**src/rtl/id_exe_stage_reg_pkg.sv**
```systemverilog
// id_exe_stage_reg_pkg: shared widths, control bundle and commit helper for the ID/EXE register
package id_exe_stage_reg_pkg;
  localparam int EXE_CMD_LEN       = 4;
  localparam int REG_FILE_ADDR_LEN = 4;
  localparam int SHIFT_OPERAND_LEN = 12;
  localparam int SIGNED_IMM_LEN    = 24;
  localparam int STATUS_REG_LEN    = 4;
  typedef struct packed {
    logic valid;
    logic wb_en;
    logic mem_r_en;
    logic mem_w_en;
    logic b;
    logic s;
  } ctrl_t;
  function automatic logic commit_of(input logic valid, input logic cond);
    return valid & cond;
  endfunction
endpackage

```
**src/rtl/id_exe_stage_reg_pipe_reg.sv**
```systemverilog
// id_exe_stage_reg_pipe_reg: generic register with sync reset, hold and clear-to-zero (rst > hold > clear)
module id_exe_stage_reg_pipe_reg #(
  parameter int WIDTH = 1
) (
  input  logic             clk,
  input  logic             rst,
  input  logic             hold,
  input  logic             clear,
  input  logic [WIDTH-1:0] d,
  output logic [WIDTH-1:0] q
);
  logic [WIDTH-1:0] q_d, q_q;
  always_comb q_d = rst ? '0 : hold ? q_q : clear ? '0 : d;
  always_ff @(posedge clk) q_q <= q_d;
  assign q = q_q;
endmodule

```
**src/rtl/id_exe_stage_reg.sv**
```systemverilog
// id_exe_stage_reg: ID/EXE pipeline register with flush, hazard bubble, stall hold and condition squash.
// Optional COND_STATS_EN adds exec_count/squash_count outputs.
module id_exe_stage_reg
  import id_exe_stage_reg_pkg::*;
#(
  parameter int DATA_W     = 32,
  parameter int EXE_CMD_W  = EXE_CMD_LEN,
  parameter int REG_ADDR_W = REG_FILE_ADDR_LEN
) (
  input  logic                         clk,
  input  logic                         rst,
  input  logic                         mem_stall,
  input  logic                         flush,
  input  logic                         hazard,
  input  logic                         valid_in,
  input  logic                         cond_state,
  input  logic                         wb_en_in,
  input  logic                         mem_r_en_in,
  input  logic                         mem_w_en_in,
  input  logic                         b_in,
  input  logic                         s_in,
  input  logic [EXE_CMD_W-1:0]         exe_cmd_in,
  input  logic                         imm_in,
  input  logic [DATA_W-1:0]            pc_in,
  input  logic [DATA_W-1:0]            val_rn_in,
  input  logic [DATA_W-1:0]            val_rm_in,
  input  logic [SHIFT_OPERAND_LEN-1:0] shift_operand_in,
  input  logic [SIGNED_IMM_LEN-1:0]    signed_imm_24_in,
  input  logic [REG_ADDR_W-1:0]        dest_in,
  input  logic [STATUS_REG_LEN-1:0]    stat_reg_in,
  output logic                         valid_out,
  output logic                         wb_en,
  output logic                         mem_r_en,
  output logic                         mem_w_en,
  output logic                         b,
  output logic                         s,
  output logic [EXE_CMD_W-1:0]         exe_cmd,
  output logic                         imm,
  output logic [DATA_W-1:0]            pc,
  output logic [DATA_W-1:0]            val_rn,
  output logic [DATA_W-1:0]            val_rm,
  output logic [SHIFT_OPERAND_LEN-1:0] shift_operand,
  output logic [SIGNED_IMM_LEN-1:0]    signed_imm_24,
  output logic [REG_ADDR_W-1:0]        dest,
`ifdef COND_STATS_EN
  output logic [31:0]                  exec_count,
  output logic [31:0]                  squash_count,
`endif
  output logic [STATUS_REG_LEN-1:0]    stat_reg
);
  localparam int DP_W = EXE_CMD_W + 1 + 3*DATA_W + SHIFT_OPERAND_LEN + SIGNED_IMM_LEN
                      + REG_ADDR_W + STATUS_REG_LEN;
  logic            commit;
  ctrl_t           ctrl_d, ctrl_q;
  logic [DP_W-1:0] dp_d, dp_q;
  always_comb begin
    commit = commit_of(valid_in, cond_state);
    ctrl_d = {valid_in, wb_en_in, mem_r_en_in, mem_w_en_in, b_in, s_in};
    dp_d   = {exe_cmd_in, imm_in, pc_in, val_rn_in, val_rm_in, shift_operand_in,
              signed_imm_24_in, dest_in, stat_reg_in};
  end
  // a failed condition turns the instruction into a bubble just like flush/hazard
  id_exe_stage_reg_pipe_reg #(.WIDTH($bits(ctrl_t))) u_ctrl (
    .clk(clk), .rst(rst), .hold(mem_stall), .clear(flush | hazard | ~commit),
    .d(ctrl_d), .q(ctrl_q)
  );
  id_exe_stage_reg_pipe_reg #(.WIDTH(DP_W)) u_dp (
    .clk(clk), .rst(rst), .hold(mem_stall), .clear(1'b0),
    .d(dp_d), .q(dp_q)
  );
  assign {valid_out, wb_en, mem_r_en, mem_w_en, b, s} = ctrl_q;
  assign {exe_cmd, imm, pc, val_rn, val_rm, shift_operand, signed_imm_24, dest, stat_reg} = dp_q;
`ifdef COND_STATS_EN
  logic        load;
  logic [31:0] exec_count_d, exec_count_q, squash_count_d, squash_count_q;
  always_comb begin
    load           = ~mem_stall & ~flush & ~hazard & valid_in;
    exec_count_d   = rst ? '0 : exec_count_q + 32'(load & cond_state);
    squash_count_d = rst ? '0 : squash_count_q + 32'(load & ~cond_state);
  end
  always_ff @(posedge clk) begin
    exec_count_q   <= exec_count_d;
    squash_count_q <= squash_count_d;
  end
  assign exec_count   = exec_count_q;
  assign squash_count = squash_count_q;
`endif
endmodule

```
**config.mk**
```make
export PLATFORM = sky130hd
export DESIGN_NAME = id_exe_stage_reg
export DESIGN_NICKNAME = d
export VERILOG_FILES = /design/src/rtl/id_exe_stage_reg_pkg.sv /design/src/rtl/id_exe_stage_reg_pipe_reg.sv /design/src/rtl/id_exe_stage_reg.sv
export SDC_FILE = /design/constraint.sdc
export NUM_CORES = 1
export LEC_CHECK = 0
export CAP_MARGIN = 10
export CORE_MARGIN = 2
export CORE_UTILIZATION = 41
export CTS_CLUSTER_DIAMETER = 30
export DETAILED_ROUTE_END_ITERATION = 7
export HOLD_SLACK_MARGIN = 0.02
export PLACE_DENSITY = 0.87
export RECOVER_POWER = 25
export SLEW_MARGIN = 20
export SYNTH_ARGS = -nofsm -noshare
export SYNTH_HDL_FRONTEND = slang
export SYNTH_HIERARCHICAL = 1
export SYNTH_SLANG_ARGS = --single-unit
```
**constraint.sdc**
```tcl
create_clock -name clk -period 1.43 [get_ports clk]
set_input_delay 0.3575 -clock clk [delete_from_list [all_inputs] [get_ports clk]]
set_output_delay 0.3575 -clock clk [all_outputs]
set_load 0.05 [all_outputs]
```
# Word-level counts from Yosys, hierarchy flattened
# Index checks and enable logic that the tools add are counted.
[totals]
wordCells = 7
output_inout_bits = 151
inputBits = 157
regBits = 151
[op_classes]
mux = 1
bitwise_logic = 4
[op_table]
columns = ["cell", "n"]
rows = [
  ["2-to-1 mux 6 bit", 1],
  ["bitwise OR 1 bit", 2],
  ["bitwise AND 1 bit", 1],
  ["NOT 1 bit", 1],
]

# Depth between registers and ports, before layout
[logic_depth]
ltp_word = 4
mapped_depth = 5
depth_no_buf = 3

# By module
# The synthesis kept the hierarchy.
[modules_own_cells]
columns = ["module", "n_inst", "cells_each", "area_per_inst_um2"]
rows = [
  ["id_exe_stage_reg_pipe_reg (u_dp)", 1, 645, 5998.3],
  ["id_exe_stage_reg_pipe_reg (u_ctrl)", 1, 25, 236.5],
  ["id_exe_stage_reg", 1, 2, 15.0],
]

# Worst setup path before layout
# OpenSTA, ideal clock, no wires.
[synth_timing]
path_kind = "input port to flip-flop"
from = "input port flush"
to = "register u_ctrl.q_q[4], in the netlist u_ctrl/q[4]"
cell_stages = 3
t_arrival_ns = 1.171
setup_slack_ns = 0.189
setup_ns = 0.070
path_cell_list = "nand4bb_1 or3b_2 a21oi_1"
[synth_via]
elab_chain_len = 3
[synth_rtl]
columns = ["item", "line_no", "source"]
rows = [
  ["from (decl)", "id_exe_stage_reg.sv:13", "input logic flush,"],
  ["bitwise OR 1 bit (2 in series)", "id_exe_stage_reg.sv:64", ".clk(clk), .rst(rst), .hold(mem_stall), .clear(flush | hazard | ~commit),"],
  ["2-to-1 mux 6 bit", "id_exe_stage_reg_pipe_reg.sv:13", "always_comb q_d = rst ? '0 : hold ? q_q : clear ? '0 : d;"],
  ["to (signal assigned)", "id_exe_stage_reg_pipe_reg.sv:14", "always_ff @(posedge clk) q_q <= q_d;"],
  ["to (decl)", "id_exe_stage_reg_pipe_reg.sv:12", "logic [WIDTH-1:0] q_d, q_q;"],
]
# No other way between the ends.
# A chain may end at the register's enable or synchronous reset.

# Worst setup path in the final report
[layout_timing]
from = "input port valid_in"
to = "register u_ctrl.q_q[5], in the netlist u_ctrl/q[5]"
[layout_via]
elab_chain_len = 4
[layout_rtl]
columns = ["item", "line_no", "source"]
rows = [
  ["from (decl)", "id_exe_stage_reg.sv:15", "input logic valid_in,"],
  ["bitwise AND 1 bit", "id_exe_stage_reg_pkg.sv:17", "return valid & cond;"],
  ["NOT 1 bit", "id_exe_stage_reg.sv:64", ""],
  ["bitwise OR 1 bit", "id_exe_stage_reg.sv:64", ""],
  ["2-to-1 mux 6 bit *", "id_exe_stage_reg_pipe_reg.sv:13", ""],
]
# Mark *: on every way between the ends. The rest lies on a longest branch, timed or not.

==> metrics.md <==
| Metric | Value |
|---|---|
| Final setup TNS | 0 ns |
| Status | finished, final reports clean |
| Tightest Hold Check Type | in -> reg |
| Yosys top cell by area | dfxtp_1 |
| Core area | 15,000 um2 |
| Max-Cap Viols | 0 |
| Final Power | 11.5 mW |
| CP Launch Point | valid_in |
| Clk slew on worst S/H paths | 0.06 ns |
| Post-place setup slack | -0.414 ns |
| Met3 Usage GRT | 8.25% |
| Largest net degree at the start of global routing | 73 |
| Ys Warns | 6 |
| Clock Path Buffers | 2 |
| Util after Layout | 76.6% |
| Antenna violations before repair | 0 |
| Routed vias | 5,943 |
| Hold buffers post-CTS | 0 |
| Post-synthesis sequential area ratio | 48.4% |
| Final wirelength | 20,200 um |
| Critical Path Sink Type | flop |
| Critical path endpoint | u_ctrl/q[5] |
| CP required | 1.77 ns |
| Worst r2r path cells | 2 |
| Root buffer cell | clkbuf_16 |
| Crit path DAT | 1.69 ns |
| Routability cong. | 0.783 |
| Slew headroom | 60.1% |
| H-tree depth | 4 |
| RSZ-0062 raised after global routing | false |
| Tmin final | 1.36 ns |
| Die W | 127 um |
| Initial DRC count | 320 |
| Inserted Clock Buffers | 17 |
| Worst r2r dst | u_dp/q[2] |
| Grt ovf | 0 |
| Clk_lat worst skew | 0.40 ns |
| Top post-synthesis cells by area | dfxtp_1 48%, nand2b_1 14%, o22ai_2 12% |
| Final worst slack | 0.0725 ns |
| Post-Syn Instances | 672 |
| Final Cycle Share | 94.9% |
| Die height | 127 um |
| Mapped cell area | 6250 um2 |
| Final setup fails | 0 |
| Fillers | 865 |
| FF-to-FF Start | u_dp/q[2] |
| FP Rows | 45 |
| Synth-to-Final Area Change | 84.3% |
| DRT antenna net count | 0 |
| Number of global-route vias before repair | 6,192 |
| # IOs | 308 |
| Post-synth top area share | 48.4% |
| Residual DRC | 0 |
| DP Wirelength | 14,500 um |
| R2R setup slack | 0.68 ns |
| Vias per inst | 5.15 |
| Drt pass-1 iters | 5 |
| Max-slew violation count | 0 |
| Most frequent cells in the layout | 163 x buf_12, 154 x clkdlybuf4s50_1, 151 x nand2_1, 151 x dfxtp_1, 144 x nand2b_1 |
| Yosys cell types | 15 |
| First-pass GRT wire length | 31,500 um |
| Max Fanout on Critical Path | 6 |
| ANT cells | 0 |
| Commonest non-fill, non-tap cell in the layout | buf_12 |
| CTS Sinks | 151 |
| Hold Startpoint | rst |
| Worst VDD drop | 0.730 mV |
| Grt met1 use | 26.7% |
| Clock Skew | 0 ns |
| Average instance area after synthesis | 9.30 um2 |
| M2 GR Usage | 43.5% |
| Global route hottest layer | met2 |
| Buffers on Ports | 307 |
| Worst hold slack | 0.366 ns |
| Die area | 16,200 um2 |
| Post-CTS setup buffer count | 0 |
| GRT Overall Usage | 24.4% |
| Leakage | 4.24 nW |
| Layout cells sized above 1 | 25.7% |
| CTS tree | yes |
| Worst slew pin tran | 0.598 ns |
| Critical path startpoint category | primary input |
| Routed len/inst | 17.4 um |
| Yosys reg bits | 151 |
| Setup CP Type | in -> reg |
| Post-cts repair resize count | 0 |
| Pwr/cell area | 996 nW/um2 |
| Final Hold Fails | 0 |
| Fmax | 0.737 GHz |
| Post-layout net count | 1,114 |
| Initial cell density of the core | 41.6% |
==> cells in the mapped netlist (all sizes together) <==
cell type and instances:
or3b 7, a21oi 7, dfxtp 151, nand2 151
o22ai 144, conb 1, nand4bb 1, clkbuf 35
nand2b 144, buf 30, or2 1
==> report_power, final <==
group | total, mW | switching (mW) | internal, mW
clock | 4.51 | 1.66 | 2.84
sequential | 4.55 | 0.176 | 4.37
combinational | 2.41 | 1.14 | 1.27
==> registers in the layout (all words and copies together) (netlist names) <==
signal / count
u_dp/q: 145
u_ctrl/q: 6
==> area by class of cell <==
cell class              count  area (um2)  share of cell area [%]
flip-flops and latches    151        3020                    26.2
clock buffers              20         467                    4.05
repair buffers            330        4900                    42.6
multi-input cells         457        2760                    24.0
clock inverters             9         126                    1.10
well taps                 188         235                    2.04
==> how the worst min path moves through the flow <==
stage / endpoint / cells after the start / slack [ns]
floorplan: u_ctrl/q[0] / 1 / 0.43
global placement: u_ctrl/q[5] / 2 / 0.48
detailed placement: u_ctrl/q[0] / 2 / 0.49
CTS: u_ctrl/q[5] / 2 / 0.35
global route: u_ctrl/q[5] / 2 / 0.38
finish: u_ctrl/q[3] / 2 / 0.37
==> layer usage <==
layer | part of all wire, % | routed length, um
met1 | 37 | 7490
met2 | 51 | 10300
met3 | 8.8 | 1770
met4 | 2.7 | 553
met5 | 0 | 0
==> cells by family (layout without fill, tap and decap cells) <==
group | after synthesis | in the layout | share of synthesized area, %
compound gates | 151 | 151 | 21.0
other cells | 1 | 2 | 0.0600
buf+inv | 65 | 359 | 5.85
simple gates | 304 | 304 | 24.7
flops | 151 | 151 | 48.4
==> worst max-delay path, stage by stage <==
cell	delay, ns
clkdlybuf4s50_1	0.54
nand4bb_4	0.16
or3b_2	0.48
a21oi_1	0.15
==> stage by stage <==
step	std cells	instance area (um2)
finish	1155	11500
global route	1155	11500
CTS	1155	11600
detailed placement	1126	11000
global placement	1126	11000
floorplan	673	6250
Power figures use the tool's default switching activity.
